File: config.mk
export PLATFORM = sky130hd
export DESIGN_NAME = pmem_arbiter
export DESIGN_NICKNAME = d
export VERILOG_FILES = /design/src/rtl/pmem_arbiter_pkg.sv /design/src/rtl/pmem_arbiter_burst_buffer.sv /design/src/rtl/pmem_arbiter.sv
export SDC_FILE = /design/constraint.sdc
export NUM_CORES = 2
export LEC_CHECK = 0
export ABC_AREA = 0
export ABC_CLOCK_PERIOD_IN_PS = 2500
export BUFFER_PORTS_ARGS = -buffer_cell sky130_fd_sc_hd__buf_2
export CAP_MARGIN = 20
export CELL_PAD_IN_SITES_DETAIL_PLACEMENT = 0
export CELL_PAD_IN_SITES_GLOBAL_PLACEMENT = 1
export CORE_AREA = 5 5 390 392
export CTS_CLUSTER_SIZE = 30
export DETAILED_ROUTE_END_ITERATION = 10
export DIE_AREA = 0 0 395 397
export PLACE_DENSITY = 0.6
export SETUP_SLACK_MARGIN = 0.4
export SLEW_MARGIN = 20
export SYNTH_ARGS = -nofsm -noshare
export SYNTH_HDL_FRONTEND = slang
export SYNTH_HIERARCHICAL = 1
export SYNTH_SLANG_ARGS = --single-unit
File: constraint.sdc
create_clock -name clk -period 2.5 [get_ports clk]
set_input_delay 0.625 -clock clk [delete_from_list [all_inputs] [get_ports clk]]
set_output_delay 0.625 -clock clk [all_outputs]
set_load 0.01 [all_outputs]
File: src/rtl/pmem_arbiter_pkg.sv
// Shared types and constants for the I/D physical-memory arbiter.
// A cache line is moved as BURST_LEN beats of BURST_W bits.
package pmem_arb_types;

  localparam int LINE_W     = 256;
  localparam int BURST_W    = 64;
  localparam int BURST_LEN  = LINE_W / BURST_W;
  localparam int ADDR_W     = 32;
  localparam int OFFSET_W   = 5;
  localparam int BEAT_IDX_W = $clog2(BURST_LEN);

  typedef enum logic [2:0] {
    IDLE,
    I_RD,
    D_RD,
    D_WR,
    DONE
  } arb_state_t;

  typedef logic [LINE_W-1:0]  line_t;
  typedef logic [BURST_W-1:0] beat_t;

  function automatic logic [ADDR_W-1:0] line_base(
    input logic [ADDR_W-1:0] a
  );
    return {a[ADDR_W-1:OFFSET_W], {OFFSET_W{1'b0}}};
  endfunction

endpackage

File: src/rtl/pmem_arbiter_burst_buffer.sv
// Line register shared by all bursts: parallel load for writebacks,
// beat-indexed fill for reads, beat-indexed read mux for write beats.
module burst_buffer
  import pmem_arb_types::*;
(
  input  logic                  clk,
  input  logic                  rst,
  input  logic                  load,
  input  line_t                 load_line,
  input  logic                  beat_we,
  input  logic [BEAT_IDX_W-1:0] beat_idx,
  input  beat_t                 beat_wdata,
  output line_t                 line,
  output beat_t                 beat_rdata
);

  line_t line_q, line_d;

  always_comb begin
    line_d = line_q;
    if (load) begin
      line_d = load_line;
    end else if (beat_we) begin
      line_d[BURST_W*beat_idx +: BURST_W] = beat_wdata;
    end
  end

  always_ff @(posedge clk) begin
    if (rst) begin
      line_q <= '0;
    end else begin
      line_q <= line_d;
    end
  end

  assign line       = line_q;
  assign beat_rdata = line_q[BURST_W*beat_idx +: BURST_W];

endmodule

File: src/rtl/pmem_arbiter.sv
// Grants the pmem burst port to the I- or D-cache one line at a time,
// with a bounded D streak so a waiting I fetch cannot starve.
module pmem_arbiter
  import pmem_arb_types::*;
#(
  parameter int MAX_CONSEC_D = 4
) (
  input  logic              clk,
  input  logic              rst,
  input  logic              i_read,
  input  logic [ADDR_W-1:0] i_addr,
  output line_t             i_rdata,
  output logic              i_resp,
  input  logic              d_read,
  input  logic              d_write,
  input  logic [ADDR_W-1:0] d_addr,
  input  line_t             d_wdata,
  output line_t             d_rdata,
  output logic              d_resp,
  output logic              pmem_read,
  output logic              pmem_write,
  output logic [ADDR_W-1:0] pmem_addr,
  output beat_t             pmem_wdata,
  input  beat_t             pmem_rdata,
  input  logic              pmem_resp
);

  localparam int STREAK_W = $clog2(MAX_CONSEC_D + 1);
  localparam logic [STREAK_W-1:0] STREAK_MAX =
    STREAK_W'(MAX_CONSEC_D);
  localparam logic [BEAT_IDX_W-1:0] LAST_BEAT =
    BEAT_IDX_W'(BURST_LEN - 1);

  arb_state_t            state_q, state_d;
  logic [BEAT_IDX_W-1:0] beat_q, beat_d;
  logic [STREAK_W-1:0]   streak_q, streak_d;
  logic [ADDR_W-1:0]     addr_q, addr_d;
  logic                  is_d_q, is_d_d;
  line_t                 i_hold_q, i_hold_d;
  line_t                 d_hold_q, d_hold_d;

  logic  buf_load, buf_we;
  line_t buf_line;
  beat_t buf_beat;
  logic  d_req, d_wins, done_i, done_d;

  assign d_req  = d_read | d_write;
  assign d_wins = d_req & (~i_read | (streak_q != STREAK_MAX));

  burst_buffer u_buf (
    .clk        (clk),
    .rst        (rst),
    .load       (buf_load),
    .load_line  (d_wdata),
    .beat_we    (buf_we),
    .beat_idx   (beat_q),
    .beat_wdata (pmem_rdata),
    .line       (buf_line),
    .beat_rdata (buf_beat)
  );

  always_comb begin
    state_d    = state_q;
    beat_d     = beat_q;
    streak_d   = streak_q;
    addr_d     = addr_q;
    is_d_d     = is_d_q;
    buf_load   = 1'b0;
    buf_we     = 1'b0;
    pmem_read  = 1'b0;
    pmem_write = 1'b0;
    pmem_addr  = '0;
    unique case (state_q)
      IDLE: begin
        if (d_wins) begin
          is_d_d   = 1'b1;
          addr_d   = line_base(d_addr);
          beat_d   = '0;
          buf_load = d_write;
          state_d  = d_write ? D_WR : D_RD;
          if (!i_read) begin
            streak_d = '0;
          end else if (streak_q != STREAK_MAX) begin
            streak_d = streak_q + 1'b1;
          end
        end else if (i_read) begin
          is_d_d   = 1'b0;
          addr_d   = line_base(i_addr);
          beat_d   = '0;
          streak_d = '0;
          state_d  = I_RD;
        end
      end
      I_RD, D_RD: begin
        pmem_read = 1'b1;
        pmem_addr = addr_q;
        if (pmem_resp) begin
          buf_we = 1'b1;
          beat_d = beat_q + 1'b1;
          if (beat_q == LAST_BEAT) state_d = DONE;
        end
      end
      D_WR: begin
        pmem_write = 1'b1;
        pmem_addr  = addr_q;
        if (pmem_resp) begin
          beat_d = beat_q + 1'b1;
          if (beat_q == LAST_BEAT) state_d = DONE;
        end
      end
      DONE: state_d = IDLE;
      default: state_d = IDLE;
    endcase
  end

  // Each client keeps its last line once the shared buffer moves on
  assign done_i     = (state_q == DONE) & ~is_d_q;
  assign done_d     = (state_q == DONE) & is_d_q;
  assign i_resp     = done_i;
  assign d_resp     = done_d;
  assign i_rdata    = done_i ? buf_line : i_hold_q;
  assign d_rdata    = done_d ? buf_line : d_hold_q;
  assign i_hold_d   = i_rdata;
  assign d_hold_d   = d_rdata;
  assign pmem_wdata = (state_q == D_WR) ? buf_beat : '0;

  always_ff @(posedge clk) begin
    if (rst) begin
      state_q  <= IDLE;
      beat_q   <= '0;
      streak_q <= '0;
      addr_q   <= '0;
      is_d_q   <= 1'b0;
      i_hold_q <= '0;
      d_hold_q <= '0;
    end else begin
      state_q  <= state_d;
      beat_q   <= beat_d;
      streak_q <= streak_d;
      addr_q   <= addr_d;
      is_d_q   <= is_d_d;
      i_hold_q <= i_hold_d;
      d_hold_q <= d_hold_d;
    end
  end

endmodule

* After elaboration in Yosys (flattened, before gate mapping)
Cells that the tools add are included.
** Operators by class
- Bitwise gates (word level) :: 7
- Shifts and indexed selects :: 3
- Add/sub/neg operators :: 3
- Muxes and demuxes :: 31
- Reductions and logical operators :: 10
- Equal/unequal tests :: 10
** Operators with widths (count)
- 256-bit 2-to-1 mux :: 4
- 256-bit bitwise mux :: 1
- 64-bit by 34-bit variable shift with 256-bit output (first input constant) :: 1
- 256-bit by 9-bit variable part select with 64-bit output :: 1
- 64-bit by 34-bit variable part select with 256-bit output :: 1
- 32-bit 2-to-1 mux :: 3
- 64-bit 2-to-1 mux :: 1
- 8-bit negation with 34-bit output :: 1
- 3-bit 2-to-1 mux :: 8
- 1-bit 2-to-1 mux :: 9
- 3-bit AND reduction :: 3
- 3-bit by 2-bit equality test with 1-bit output (second input constant) :: 2
- 2-bit 2-to-1 mux :: 3
- 3-bit != test (second input constant) :: 2
- 3-bit case mux with 2 select lines :: 1
- 2-bit nonzero test :: 3
- 2-bit by 1-bit != test with 1-bit output (second input constant) :: 2
- 2-bit case mux with 2 select lines :: 1
- 3-bit by 1-bit adder with 3-bit output (second input constant) :: 1
- 1-bit bitwise AND :: 3
- 3-bit by 1-bit equality test with 1-bit output (second input constant) :: 1
- 3-bit equality test (second input constant) :: 1
- 3-bit logical NOT :: 1
- 3-bit by 2-bit != test with 1-bit output (second input constant) :: 1
- 7 further kinds :: 9
** Word-level totals
- Bits in registers :: 809

* Depth between registers and ports, before layout
- Word-level depth :: 6
- Depth in mapped cells :: 11
- Gate-level depth less buffers :: 7

* By module
Netlist, hierarchy kept.
** By module, submodules not included
- pmem_arbiter :: area each 22312.6 sq um, cells an instance 1982, instances 1
- burst_buffer :: area each 12219.2 sq um, cells an instance 1264, instances 1

* Least setup slack after synthesis
No wires, ideal clock.
- Path kind :: reg2reg
- Start :: reg state_q[0]
- End :: reg u_buf.line_q[204] (netlist: u_buf/line[204])
- Buffers on the path :: 5
- Data required time :: 2430 ps
- Clock period less this slack :: 2255 ps
- Stages on the path, launching flop included :: 10
- Arrival :: 2184 ps
- Path slack :: 245 ps
- Cell sequence :: dfxtp_1 > buf_2 > nor3_1 > clkbuf_1 > and3_1 > buf_6 > buf_4 > clkbuf_1 > a22oi_1 > a21oi_1
** On the way
- Elaborated cells between the ends (all ways) :: 8
** RTL lines
- from (decl) :: RTL line pmem_arbiter.sv:34 : arb_state_t state_q, state_d;
- from (signal assigned) :: RTL line pmem_arbiter.sv:137 : state_q <= state_d;
- 3-bit logical NOT * :: RTL line pmem_arbiter.sv:73 : unique case (state_q)
- 1-bit 2-to-1 mux * :: RTL line pmem_arbiter.sv:73
- via buf_load :: RTL line pmem_arbiter.sv:42 : logic buf_load, buf_we;
- 256-bit 2-to-1 mux / 2-bit nonzero test (equally long branches)
- to (signal assigned) :: RTL line pmem_arbiter_burst_buffer.sv:32 : line_q <= line_d;
- to (decl) :: RTL line pmem_arbiter_burst_buffer.sv:17 : line_t line_q, line_d;
The timed path passes the listed nets; every way through them passes the cells marked *.
A chain may end at the register's enable or synchronous reset.

* Final worst setup path
- Start :: reg state_q[1]
- End :: out d_rdata[34]
** On the way
- Word-level cells in the longest chain between the ends :: 3
** Ends and longest elaborated chain
- 3-bit equality test :: RTL line pmem_arbiter.sv:118 : assign done_d = (state_q == DONE) & is_d_q;
- 1-bit bitwise AND :: RTL line pmem_arbiter.sv:118
- 256-bit 2-to-1 mux :: RTL line pmem_arbiter.sv:122 : assign d_rdata = done_d ? buf_line : d_hold_q;
- to (decl) :: RTL line pmem_arbiter.sv:18 : output line_t d_rdata,
Every way passes these cells.

==> out/results.ini <==
[outcome]
status=complete, but fails checks
violations=negative setup slack

[power]
irDropWorstVdd_mv=0.528
switching_share_pct=28.0
p_per_area_nw_per_um2=664
seq_power_share_pct=44.2
p_leak_uw=0.0204
p_comb_share_pct=11.8
clkPwrFrac_pct=44.0
p_int_uw=22600
total_power_uw=31300
switching_power_uw=8770

[synth]
yosys_warnings=6
synth_area_um2=34500
synth_simple_gate_area_share_pct=16.0
ys_ff_latch=804
synth_cell_types=44
syn_inst=3246
synth_compound_area_share_pct=11.2
synth_mux_area_share_pct=20.9
yosysSeqAreaShare_pct=46.6
syn_area_per_cell_um2=10.6
synthXorXnorAreaFrac_pct=0.0254
synth_fa_ha_area_share_pct=0.290
synth_top_family_by_area=multiplexers

[floorplanning]
num_rows=142
io_pins=1002
coreArea_um2=149000
start_util_pct=23.2
die_x_um=395
die_h_um=397
die_area_um2=157000

[global_route]
grt_pass1_wl_mm=225
grt.total_usage_pct=19.4
grt_overflow=0
grt_antenna_before_repair=42
grt_max_degree=82
grt_pass1_vias=30300

[finish]
final_common_cell=buf_2
register_area_um2=16100
fin_nets=4619
layout_common_cells=buf_2, dfxtp_1, and2_1
num-fill-cells=15600
multi_input_area_um2=17300
drive_gt1_share_pct=44.9
utilization_pct=31.8
syn2layout_area_growth_pct=36.7

[detailed_routing]
first_pass_iters=5
postRouteAntennaNets=0
viasPerCell=4.88
drt_iter0_drc=2054
drt_wl_total_mm=162
vias=30600
route.detailed.drc=0
avgRoutedWirePerCell_um=25.9

[setup_path]
critPathKind=reg -> out
arrival_ns=2.56
cp-end-kind=primary output
cp.required_ns=1.88
cp_max_fo=27
startpoint_type=flip-flop

[clock_network]
cts_buffer_depth=3
cts_hold_buf=0
clkLatencyLatePin_ns=0.68
clk_pin_slew_ns=0.06
cts_made_buffers=95
root_buffer=clkbuf_16
cts_tree=done
cts_sinks=804
htree_levels=3

[job]
max_cap_viol_count=0

[placed_design]
io_buffers=986
hpwlAfterDp_mm=116
gp_congestion=0.879
dp_slack_ns=-0.149

[sta]
fin_tns_setup_ns=-332.48
worst_slack_ns=-0.681
slew_violations=0
tightest_slew_ns=0.779
worst_clock_skew_ns=0.0321
slew_headroom_pct=47.9
hold_viol=0
rsz0062_at_grt=true
min_period_ns=3.18
max_freq_ghz=0.314
setup_violations=605
period_share_pct=127

[hold_path]
hold_class=in -> reg

flip-flops by register name, summed over array words and instances (netlist names):
name / count
streak_q: 3
i_hold_q: 256
addr_q: 27
d_hold_q: 256
state_q: 3
is_d_q: 1
u_buf/line: 256
beat_q: 2
final timing paths:
kind         slack [ns]  depth (start not counted)             end         from
max               -0.68                          6     d_rdata[34]   state_q[1]
min                0.21                          3      addr_q[12]   d_addr[12]
max reg2reg        0.02                         10  u_buf/line[71]   state_q[0]
min reg2reg        0.51                          2     streak_q[1]  streak_q[1]
per-layer routing:
metal / vias to the layer above / routed length (µm) / global-route usage, %
met2: 1388 / 76500 / 31.9
met4: 16 / 6670 / 8.16
met1: 15300 / 67100 / 24.0
li1: 13600 / - / -
met5: - / 88 / 0
met3: 296 / 12100 / 5.26
layout make-up:
| type | count | area share, % |
|---|---|---|
| antenna | 25 | 0.133 |
| clock buffer | 146 | 5.83 |
| clock inverter | 25 | 0.636 |
| inverter | 8 | 0.0795 |
| multi-input combinational | 2124 | 36.6 |
| sequential | 804 | 34.1 |
| tap | 1944 | 5.15 |
| timing repair buffer | 1188 | 17.4 |
worst max-delay path: stages, from the launching register on:
cell	delay, ns
dfxtp_4	0.37
nor4bb_4	0.30
buf_6	0.18
buf_12	0.18
buf_16	0.25
mux2_2	0.37
buf_2	0.15
power by group through the flow:
stage	logic, µW	clock network [µW]	registers (µW)
after floorplan	1950	0	13800
after global placement	3630	0	14100
after detailed placement	3630	0	14100
after CTS	3650	14200	13900
after global routing	3900	14600	13900
final	3700	13800	13900
synthesized netlist by cell type (all sizes together):
| cell type | n | area [µm²] |
|---|---|---|
| a21oi | 292 | 1510 |
| a221o | 1 | 10.0 |
| a22oi | 257 | 1930 |
| a311oi | 27 | 236 |
| a31o | 1 | 8.76 |
| a32oi | 1 | 8.76 |
| and2 | 604 | 3780 |
| and3 | 3 | 18.8 |
| and3b | 2 | 17.5 |
| and4bb | 2 | 28.8 |
| buf | 176 | 1170 |
| clkbuf | 138 | 518 |
| conb | 1 | 3.75 |
| dfxtp | 804 | 16100 |
| ha | 8 | 100 |
| inv | 8 | 30.0 |
| mux2 | 512 | 5770 |
| mux4 | 64 | 1440 |
| nand2 | 2 | 7.51 |
| nand3 | 223 | 1120 |
| nand3b | 1 | 7.51 |
| nand4 | 65 | 407 |
| nor2 | 5 | 18.8 |
| nor2b | 4 | 25.0 |
| nor3 | 3 | 15.0 |
| nor3b | 2 | 15.0 |
| nor4b | 1 | 23.8 |
| nor4bb | 1 | 10.0 |
| o21ai | 29 | 145 |
| o21ba | 1 | 10.0 |
| o311ai | 1 | 8.76 |
| o32ai | 2 | 17.5 |
| or2 | 1 | 6.26 |
| or3 | 2 | 12.5 |
| or4 | 1 | 7.51 |
| xnor2 | 1 | 8.76 |
through the flow:
stage	hold WS, ns	cell area [µm²]	cells
floorplan	0.466	34800	3250
global placement	0.487	42500	6039
detailed placement	0.504	42500	6039
CTS	0.127	46300	6229
global route	0.162	47200	6258
finish	0.215	47200	6264
cell families (layout without fill, tap and decap cells):
logic type / Yosys count / count (layout)
multiplexers: 576 / 576
AO/OA/AOI/OAI: 612 / 612
other: 1 / 30
flip-flops: 804 / 804
AND/OR/NAND/NOR: 922 / 922
XOR/XNOR: 1 / 1
adder cells (fa/ha/maj): 8 / 8
buffers and inverters: 322 / 1367
repair_timing:
action / 4_1_cts / 5_1_grt
setup endpoints to repair: 877 / 884
cloned: 4 / 5
pin swaps: 2 / 1
setup buffers: 15 / 5
resized for setup: 101 / 161
Note: power is estimated with default switching activity, not from simulation.
